## src/rtl/spi_slave_responder_pkg.sv

```systemverilog
// -----------------------------------------------------------------------------
// spi_pkg
// Shared definitions for the SPI responder: FSM state encoding, STATUS bit
// positions, the default frame width and the synchroniser depth.
// No ports (package).
// -----------------------------------------------------------------------------
package spi_pkg;

    typedef enum logic [1:0] {
        IDLE  = 2'd0,
        SHIFT = 2'd1,
        DONE  = 2'd2
    } state_t;

    // Bit positions inside STATUS
    localparam int ST_OVERRUN  = 0;
    localparam int ST_UNDERRUN = 1;
    localparam int ST_ABORT    = 2;
    localparam int ST_WFULL    = 3;

    localparam int DEFAULT_DATA_W = 8;

    // Flops between an asynchronous pin and its usable level
    localparam int SYNC_DEPTH = 2;

endpackage

```

## src/rtl/spi_slave_responder_pin_sync.sv

```systemverilog
// -----------------------------------------------------------------------------
// spi_pin_sync
// Brings one asynchronous pin into the clk domain through SYNC_DEPTH flops.
// With EDGE_DET set, one more flop remembers the previous synchronised level
// and single-cycle rise/fall pulses are produced; without it the pulses are 0.
// Ports:
//   clk   in   system clock
//   rst   in   asynchronous active-high reset
//   pin   in   asynchronous input pin
//   level out  synchronised level
//   rise  out  one-cycle pulse on synchronised 0->1
//   fall  out  one-cycle pulse on synchronised 1->0
// -----------------------------------------------------------------------------
module spi_pin_sync
    import spi_pkg::*;
#(
    parameter bit EDGE_DET = 1'b1
) (
    input  logic clk,
    input  logic rst,
    input  logic pin,
    output logic level,
    output logic rise,
    output logic fall
);

    logic [SYNC_DEPTH-1:0] sync_reg;

    always_ff @(posedge clk or posedge rst) begin
        if (rst) begin
            sync_reg <= '0;
        end else begin
            sync_reg <= {sync_reg[SYNC_DEPTH-2:0], pin};
        end
    end

    assign level = sync_reg[SYNC_DEPTH-1];

    generate
        if (EDGE_DET) begin : g_edge
            logic prev_reg;

            always_ff @(posedge clk or posedge rst) begin
                if (rst) begin
                    prev_reg <= 1'b0;
                end else begin
                    prev_reg <= level;
                end
            end

            assign rise = level & ~prev_reg;
            assign fall = ~level & prev_reg;
        end else begin : g_no_edge
            assign rise = 1'b0;
            assign fall = 1'b0;
        end
    endgenerate

endmodule

```

## src/rtl/spi_slave_responder.sv

```systemverilog
// -----------------------------------------------------------------------------
// spi_slave_responder
// SPI slave end. Oversamples SCLK/SS_N/MOSI in the CLK domain, shifts a
// DATA_W-bit frame in and out, and offers one-deep TX/RX holding buffers
// with full flags plus sticky error flags in STATUS.
// Optional feature macro: SPI_SLAVE_RESPONDER_IRQ_EN (adds IRQ / IRQ_MASK).
// Ports:
//   CLK, CLR                    system clock, async active-high reset
//   SCLK, SS_N, MOSI            master pins (asynchronous)
//   MISO, MISO_OE               responder data out and its enable
//   TX_DATA, TX_WRITE           TX holding buffer write
//   TX_BUFFER_FULL_STATE        TX buffer occupied
//   RX_DATA, RX_READ            last received word and its consume strobe
//   RX_BUFFER_FULL_STATE        RX buffer occupied
//   BUSY                        frame in progress
//   STATUS, STATUS_CLR          sticky {wfull, abort, underrun, overrun}
//   IRQ, IRQ_MASK               (macro only) masked interrupt
// -----------------------------------------------------------------------------
module spi_slave_responder
    import spi_pkg::*;
#(
    parameter int                DATA_W    = DEFAULT_DATA_W,
    parameter bit                CPOL      = 1'b0,
    parameter bit                CPHA      = 1'b0,
    parameter logic [DATA_W-1:0] FILL_WORD = '1
) (
    input  logic              CLK,
    input  logic              CLR,
    input  logic              SCLK,
    input  logic              SS_N,
    input  logic              MOSI,
    output logic              MISO,
    output logic              MISO_OE,
    input  logic [DATA_W-1:0] TX_DATA,
    input  logic              TX_WRITE,
    output logic              TX_BUFFER_FULL_STATE,
    output logic [DATA_W-1:0] RX_DATA,
    input  logic              RX_READ,
    output logic              RX_BUFFER_FULL_STATE,
    output logic              BUSY,
    output logic [3:0]        STATUS,
    input  logic              STATUS_CLR
`ifdef SPI_SLAVE_RESPONDER_IRQ_EN
    ,
    output logic              IRQ,
    input  logic [5:0]        IRQ_MASK
`endif
);

    localparam int CNT_W = $clog2(DATA_W + 1);
    localparam logic [CNT_W-1:0] LAST_BIT = CNT_W'(DATA_W - 1);

    // ---------------- pin synchronisation ----------------
    logic sclk_level_unused, sclk_rise, sclk_fall;
    logic ss_level, ss_rise, ss_fall;
    logic mosi_s, mosi_rise_unused, mosi_fall_unused;

    spi_pin_sync #(.EDGE_DET(1'b1)) u_sclk_sync (
        .clk(CLK), .rst(CLR), .pin(SCLK),
        .level(sclk_level_unused), .rise(sclk_rise), .fall(sclk_fall)
    );

    spi_pin_sync #(.EDGE_DET(1'b1)) u_ss_sync (
        .clk(CLK), .rst(CLR), .pin(SS_N),
        .level(ss_level), .rise(ss_rise), .fall(ss_fall)
    );

    spi_pin_sync #(.EDGE_DET(1'b0)) u_mosi_sync (
        .clk(CLK), .rst(CLR), .pin(MOSI),
        .level(mosi_s), .rise(mosi_rise_unused), .fall(mosi_fall_unused)
    );

    // Leading edge leaves the idle level CPOL, trailing edge returns to it.
    logic lead_edge, trail_edge, sample_edge, shift_edge;
    assign lead_edge   = CPOL ? sclk_fall : sclk_rise;
    assign trail_edge  = CPOL ? sclk_rise : sclk_fall;
    assign sample_edge = CPHA ? trail_edge : lead_edge;
    assign shift_edge  = CPHA ? lead_edge  : trail_edge;

    // ---------------- registers ----------------
    state_t              state_reg,   state_next;
    logic [DATA_W-1:0]   shreg_reg,   shreg_next;
    logic [CNT_W-1:0]    cnt_reg,     cnt_next;
    logic                miso_reg,    miso_next;
    logic [DATA_W-1:0]   tx_buf_reg,  tx_buf_next;
    logic                tx_full_reg, tx_full_next;
    logic [DATA_W-1:0]   rx_data_reg, rx_data_next;
    logic                rx_full_reg, rx_full_next;
    logic [3:0]          status_reg,  status_next;

    always_ff @(posedge CLK or posedge CLR) begin
        if (CLR) begin
            state_reg   <= IDLE;
            shreg_reg   <= '0;
            cnt_reg     <= '0;
            miso_reg    <= 1'b0;
            tx_buf_reg  <= '0;
            tx_full_reg <= 1'b0;
            rx_data_reg <= '0;
            rx_full_reg <= 1'b0;
            status_reg  <= '0;
        end else begin
            state_reg   <= state_next;
            shreg_reg   <= shreg_next;
            cnt_reg     <= cnt_next;
            miso_reg    <= miso_next;
            tx_buf_reg  <= tx_buf_next;
            tx_full_reg <= tx_full_next;
            rx_data_reg <= rx_data_next;
            rx_full_reg <= rx_full_next;
            status_reg  <= status_next;
        end
    end

    // ---------------- next state / datapath ----------------
    logic              load;
    logic [DATA_W-1:0] load_word;
    logic [3:0]        status_set;

    always_comb begin
        state_next   = state_reg;
        shreg_next   = shreg_reg;
        cnt_next     = cnt_reg;
        miso_next    = miso_reg;
        tx_buf_next  = tx_buf_reg;
        tx_full_next = tx_full_reg;
        rx_data_next = rx_data_reg;
        rx_full_next = rx_full_reg;
        status_set   = '0;
        load         = 1'b0;
        load_word    = tx_full_reg ? tx_buf_reg : FILL_WORD;

        if (RX_READ) begin
            rx_full_next = 1'b0;
        end

        case (state_reg)
            IDLE: begin
                if (ss_fall) begin
                    load = 1'b1;
                end
            end
            SHIFT: begin
                if (ss_rise) begin
                    // Deselected mid-frame: the partial word is thrown away.
                    status_set[ST_ABORT] = 1'b1;
                    state_next           = IDLE;
                end else if (sample_edge) begin
                    shreg_next = {shreg_reg[DATA_W-2:0], mosi_s};
                    cnt_next   = cnt_reg + 1'b1;
                    if (cnt_reg == LAST_BIT) begin
                        state_next = DONE;
                    end
                end else if (shift_edge) begin
                    // Sampling shifts left, so the MSB is always the next bit
                    // owed to the master; this also makes the first CPHA=1
                    // shift edge present the MSB without advancing.
                    miso_next = shreg_reg[DATA_W-1];
                end
            end
            DONE: begin
                if (!rx_full_reg || RX_READ) begin
                    rx_data_next = shreg_reg;
                    rx_full_next = 1'b1;
                end else begin
                    status_set[ST_OVERRUN] = 1'b1;
                end
                if (ss_level) begin
                    state_next = IDLE;
                end else begin
                    load = 1'b1;   // back-to-back frame
                end
            end
            default: state_next = IDLE;
        endcase

        if (load) begin
            state_next   = SHIFT;
            cnt_next     = '0;
            shreg_next   = load_word;
            tx_full_next = 1'b0;
            if (!tx_full_reg) begin
                status_set[ST_UNDERRUN] = 1'b1;
            end
            if (CPHA == 1'b0) begin
                miso_next = load_word[DATA_W-1];
            end
        end

        // A write in a load cycle always lands, since the buffer is being
        // emptied on the same edge.
        if (TX_WRITE) begin
            if (!tx_full_reg || load) begin
                tx_buf_next  = TX_DATA;
                tx_full_next = 1'b1;
            end else begin
                status_set[ST_WFULL] = 1'b1;
            end
        end

        // Set events win over a simultaneous clear.
        status_next = (STATUS_CLR ? 4'b0000 : status_reg) | status_set;
    end

    // ---------------- outputs ----------------
    assign MISO                 = miso_reg;
    assign MISO_OE              = (state_reg != IDLE);
    assign BUSY                 = (state_reg != IDLE);
    assign TX_BUFFER_FULL_STATE = tx_full_reg;
    assign RX_DATA              = rx_data_reg;
    assign RX_BUFFER_FULL_STATE = rx_full_reg;
    assign STATUS               = status_reg;

`ifdef SPI_SLAVE_RESPONDER_IRQ_EN
    logic irq_reg;

    always_ff @(posedge CLK or posedge CLR) begin
        if (CLR) begin
            irq_reg <= 1'b0;
        end else begin
            irq_reg <= |(IRQ_MASK & {~tx_full_reg, rx_full_reg, status_reg});
        end
    end

    assign IRQ = irq_reg;
`endif

endmodule

```

## config.mk

```make
export PLATFORM = sky130hd
export DESIGN_NAME = spi_slave_responder
export DESIGN_NICKNAME = d
export VERILOG_FILES = /design/src/rtl/spi_slave_responder_pkg.sv /design/src/rtl/spi_slave_responder_pin_sync.sv /design/src/rtl/spi_slave_responder.sv
export SDC_FILE = /design/constraint.sdc
export NUM_CORES = 1
export LEC_CHECK = 0
export ABC_AREA = 1
export CAP_MARGIN = 25
export CORE_ASPECT_RATIO = 1.4
export CORE_MARGIN = 5
export CORE_UTILIZATION = 25
export CTS_CLUSTER_DIAMETER = 40
export CTS_CLUSTER_SIZE = 30
export DETAILED_ROUTE_END_ITERATION = 6
export PLACE_DENSITY = 0.55
export RECOVER_POWER = 25
export SYNTH_ARGS = -nofsm -noshare
export SYNTH_HDL_FRONTEND = slang
export SYNTH_SLANG_ARGS = --single-unit
export TNS_END_PERCENT = 20
```

## constraint.sdc

```tcl
create_clock -name CLK -period 2.37 [get_ports CLK]
set_input_delay 0.474 -clock CLK [delete_from_list [all_inputs] [get_ports CLK]]
set_output_delay 0.474 -clock CLK [all_outputs]
set_load 0.02 [all_outputs]
```

* After elaboration in Yosys (flattened, before gate mapping) *
Index checks and enable logic that the tools add are counted.

storage, ports and cells
  bits in registers = 45
  output and inout bits = 17
  word-level logic and storage cells = 85

operators by class
  add/subtract/negate cells = 1
  eq/ne operators = 9
  mux-type cells = 38
  bitwise logic cells = 9
  reductions and logical operators = 14

operator list
  operator               count
  $mux W8                5
  $mux W1                21
  $mux W4                5
  $mux W2                5
  $ne A4 B4 Y1 const B   2
  $reduce_and A4 Y1      2
  $reduce_bool A2 Y1     4
  $pmux W2 S3            1
  $add A4 B1 Y4 const B  1
  $and A1 B1 Y1          4
  $eq A4 B3 Y1 const B   1
  $ne A2 B1 Y1 const B   2
  $not A1 Y1             4
  $or A4 B4 Y4           1
  $reduce_and A2 Y1      2
  $ne A3 B2 Y1 const B   1
  $reduce_and A3 Y1      1
  $eq A2 B1 Y1 const B   1
  $eq A2 B2 Y1 const B   1
  $logic_not A1 Y1       2
  $logic_not A2 Y1       1
  $logic_or A1 B1 Y1     2
  $ne A2 B2 Y1 const B   1
  $pmux W1 S2            1

* Longest topological paths before layout *
  depth after elaboration = 8
  mapped depth = 8
  gate-level depth less buffers = 7

* Cells and area by module *
From an unflattened synthesis, not the netlist that was laid out.

second synthesis, totals
  cell total of the unflattened synthesis = 241
  area total of the unflattened synthesis = 1996.9 µm²

by module, submodules not included
  module                           instances  cells each  area each (µm²)  sequential area each (µm²)
  spi_slave_responder              1          219         1736.7           925.9
  spi_pin_sync at u_sclk_sync ...  2          8           93.8             75.1
  spi_pin_sync at u_mosi_sync      1          6           72.6             50.0

* Least setup slack after synthesis *
OpenSTA, ideal clock, no wires.

  kind = register to output
  from = register state_reg[0]
  to = output MISO_OE
  arrival = 0.853 ns
  data required time = 1.896 ns
  path slack = 1.043 ns
  stages on the path, launching flop included = 4
  path buffers = 1
  cell sequence = dfrtp_1 -> inv_1 -> nand2_1 -> buf_4

between the ends
  longest elaborated chain between the ends = 1

RTL lines
  element                 RTL line                    text
  from (decl)             spi_slave_responder.sv:81   state_t state_reg, state_next;
  from (signal assigned)  spi_slave_responder.sv:103  state_reg <= state_next;
  $reduce_bool A2 Y1      n/a
  to (decl)               spi_slave_responder.sv:33   output logic MISO_OE,

Every way passes these cells.

* Worst setup path in the final report *
  from = register tx_full_reg, in the netlist TX_BUFFER_FULL_STATE
  to = output TX_BUFFER_FULL_STATE

RTL lines
  element                 RTL line                    text
  from (decl)             spi_slave_responder.sv:86   logic tx_full_reg, tx_full_next;
  from (signal assigned)  spi_slave_responder.sv:108  tx_full_reg <= tx_full_next;
  to (decl)               spi_slave_responder.sv:36   output logic TX_BUFFER_FULL_STATE,

No word-level cell between the ends.

==> metrics <==
mux contribution to synthesized area=0%; hold buffers post-CTS=0; Synth Instances=237; Max rail drop VDD=0.349 mV; max-capacitance violation count=0; Avg Cell Area, Syn=8.38 sq um; status=finished, final reports clean; clock buffer depth=2; Cell Area, Placed=2380 sq um; initial antenna violation count=0; Yosys warnings=0; slowest stage cell on the critical path=clkdlybuf4s50_1; CP Launch Type=register; DR DRC count=0; DIE WIDTH=85.3 microns; XOR/XNOR share of the synthesized area=0.441%; initial core utilization=25.6%; DRT Pass-1 Iters=4; CTS tree=built; largest family of logic cells by synthesized area=simple AND/OR/NAND/NOR gates; Mapped Area=1990 sq um; adder-cell share of the synthesized area=0.630%; die height=115 microns; Routed WL per cell=10.4 microns; critical-path cell list=clkdlybuf4s50_1; largest net degree at the start of global routing=46; CP top delay family=buffers and inverters; placer congestion estimate=0.749; Synth Area in Simple Gates=29.5%; via count=1,466; Tightest Hold Check Type=register to register; Final WS setup=0.345 ns; Critical Path RT=1.90 ns; diodes inserted=0; CTS buffer count=5; design area=2500 sq um; Clock Latency Late Sink=0.30 ns; Syn Nets=254; Crit path largest cell delay=0.69 ns; # port buffers=32; Post-CTS Setup Repair Bufs=0; Seq/Total Area, Yosys=56.7%; Rows=38; area grow syn2layout=25.7%; post-CTS resize count=0; Post-DRT Antenna Nets=0; #FFs+latches synth=45; share of layout cells above drive strength 1=7.04%; area of the multi-input gates=678 sq um; final WL=3850 microns; RSZ-0062 raised after global routing=no; Place WS=0.510 ns; Compound-Gate Fraction of Synth Area=3.53%; Leakage=1.28 nW; CP Class=register to output port; first-pass GRT wire length=6700 microns; Synth cell types=19; Worst Skew=0.00774 ns; io pins=33; all-layer global routing usage=8.59%; CP bufs+invs=1; Pwr per Cell Area=817 nW/um^2; minimum clock period=2.03 ns; final slew viol count=0; GR Overflow Total=0; HPWL after DPL=2840 microns; htree depth=2; Clock Pin Slew Worst Setup and Hold Paths=0.09 ns; Critical Path Fanout Max=11; crit end category=output port; Fin. Hold Viols=0; Worst-Margin Slew=1.09 ns; via-per-instance ratio=3.96; crit path DAT=1.55 ns; # clock sinks=45; period utilisation layout=85.5%; Register Area=1130 sq um; die area=9860 sq um; number of global-route vias before repair=1,411; DRT iter0 DRCs=57; Root Buffer=clkbuf_8; setup violators final=0; Fillers=830; Final nets=286; f_max=494 MHz; Fin Setup TNS=0 ns; CORE AREA=7750 sq um; Max-slew headroom=27.4%
[metal layers]
metal  up-vias  global-route usage, %  part of all wire [%]
li1        794                      -                     -
met1       642                   10.4                    45
met3         5                   2.35                   5.0
met5         -                      0                     0
met2        25                   14.4                    48
met4         0                   3.48                   1.9
[through the flow]
| step | hold slack [ns] | power (mW) | utilization (%) | instances |
|---|---|---|---|---|
| after floorplan | 0.331 | 1.33 | - | 237 |
| after global placement | 0.333 | 1.47 | 30.8 | 362 |
| after detailed placement | 0.335 | 1.48 | 30.8 | 362 |
| after CTS | 0.355 | 2.08 | 32.3 | 370 |
| after global routing | 0.374 | 2.21 | 32.2 | 370 |
| final | 0.354 | 2.04 | 32.2 | 370 |
[Yosys cell counts, drive strengths merged]
cell type  number  area, sq um
inv            32          120
nor2            6         32.5
nand4           2         12.5
nand3          33          165
a21oi           1         5.00
nand2          95          377
ha              1         12.5
o21ai           8         40.0
o22ai           4         25.0
xor2            1         8.76
dfrtp          45         1130
buf             9         62.6
[report_power, final]
| group | internal [mW] | total (mW) | switching, mW |
|---|---|---|---|
| clock network | 0.316 | 0.591 | 0.275 |
| logic | 0.186 | 0.430 | 0.244 |
| registers | 0.908 | 1.02 | 0.111 |
[worst paths after layout]
path,start,endpoint,slack [ns],cells after the start
min reg2reg,u_sclk_sync.sync_reg[0],u_sclk_sync.sync_reg[1],0.35,0
min,u_sclk_sync.sync_reg[0],u_sclk_sync.sync_reg[1],0.35,0
min in group asynchronous,CLR,u_ss_sync.sync_reg[1],0.95,3
max reg2reg,state_reg[0],tx_buf_reg[7],0.73,6
max in group asynchronous,CLR,tx_buf_reg[1],0.75,3
max,TX_BUFFER_FULL_STATE,TX_BUFFER_FULL_STATE,0.34,1
[cell usage in the layout, fill, tap and decap left out, drive strengths merged]
| master | Yosys | layout |
|---|---|---|
| clkdlybuf4s50 | 0 | 26 |
| o22ai | 4 | 4 |
| nand3 | 33 | 33 |
| a21oi | 1 | 1 |
| clkinv | 0 | 2 |
| nand2 | 95 | 95 |
| dlygate4sd3 | 0 | 6 |
| ha | 1 | 1 |
| clkbuf | 0 | 6 |
| nand4 | 2 | 2 |
| o21ai | 8 | 8 |
| buf | 9 | 1 |
| dfrtp | 45 | 45 |
| nor2 | 6 | 6 |
| xor2 | 1 | 1 |
| bufinv | 0 | 1 |
| clkinvlp | 0 | 1 |
| inv | 32 | 31 |
[final cells by class]
cell class / instances / share of cell area, %
clock buffers: 5 / 2.76
well taps: 100 / 5.01
flip-flops and latches: 45 / 45.1
inverters: 32 / 4.81
clock inverters: 3 / 1.85
repair buffers: 34 / 13.3
multi-input cells: 151 / 27.2
[cells by family after synthesis]
family	Yosys count
AND/OR/NAND/NOR	136
flip-flops	45
buffers and inverters	41
AO/OA/AOI/OAI	13
XOR/XNOR	1
adder cells (fa/ha/maj)	1
(Power assumes the default switching activity.)
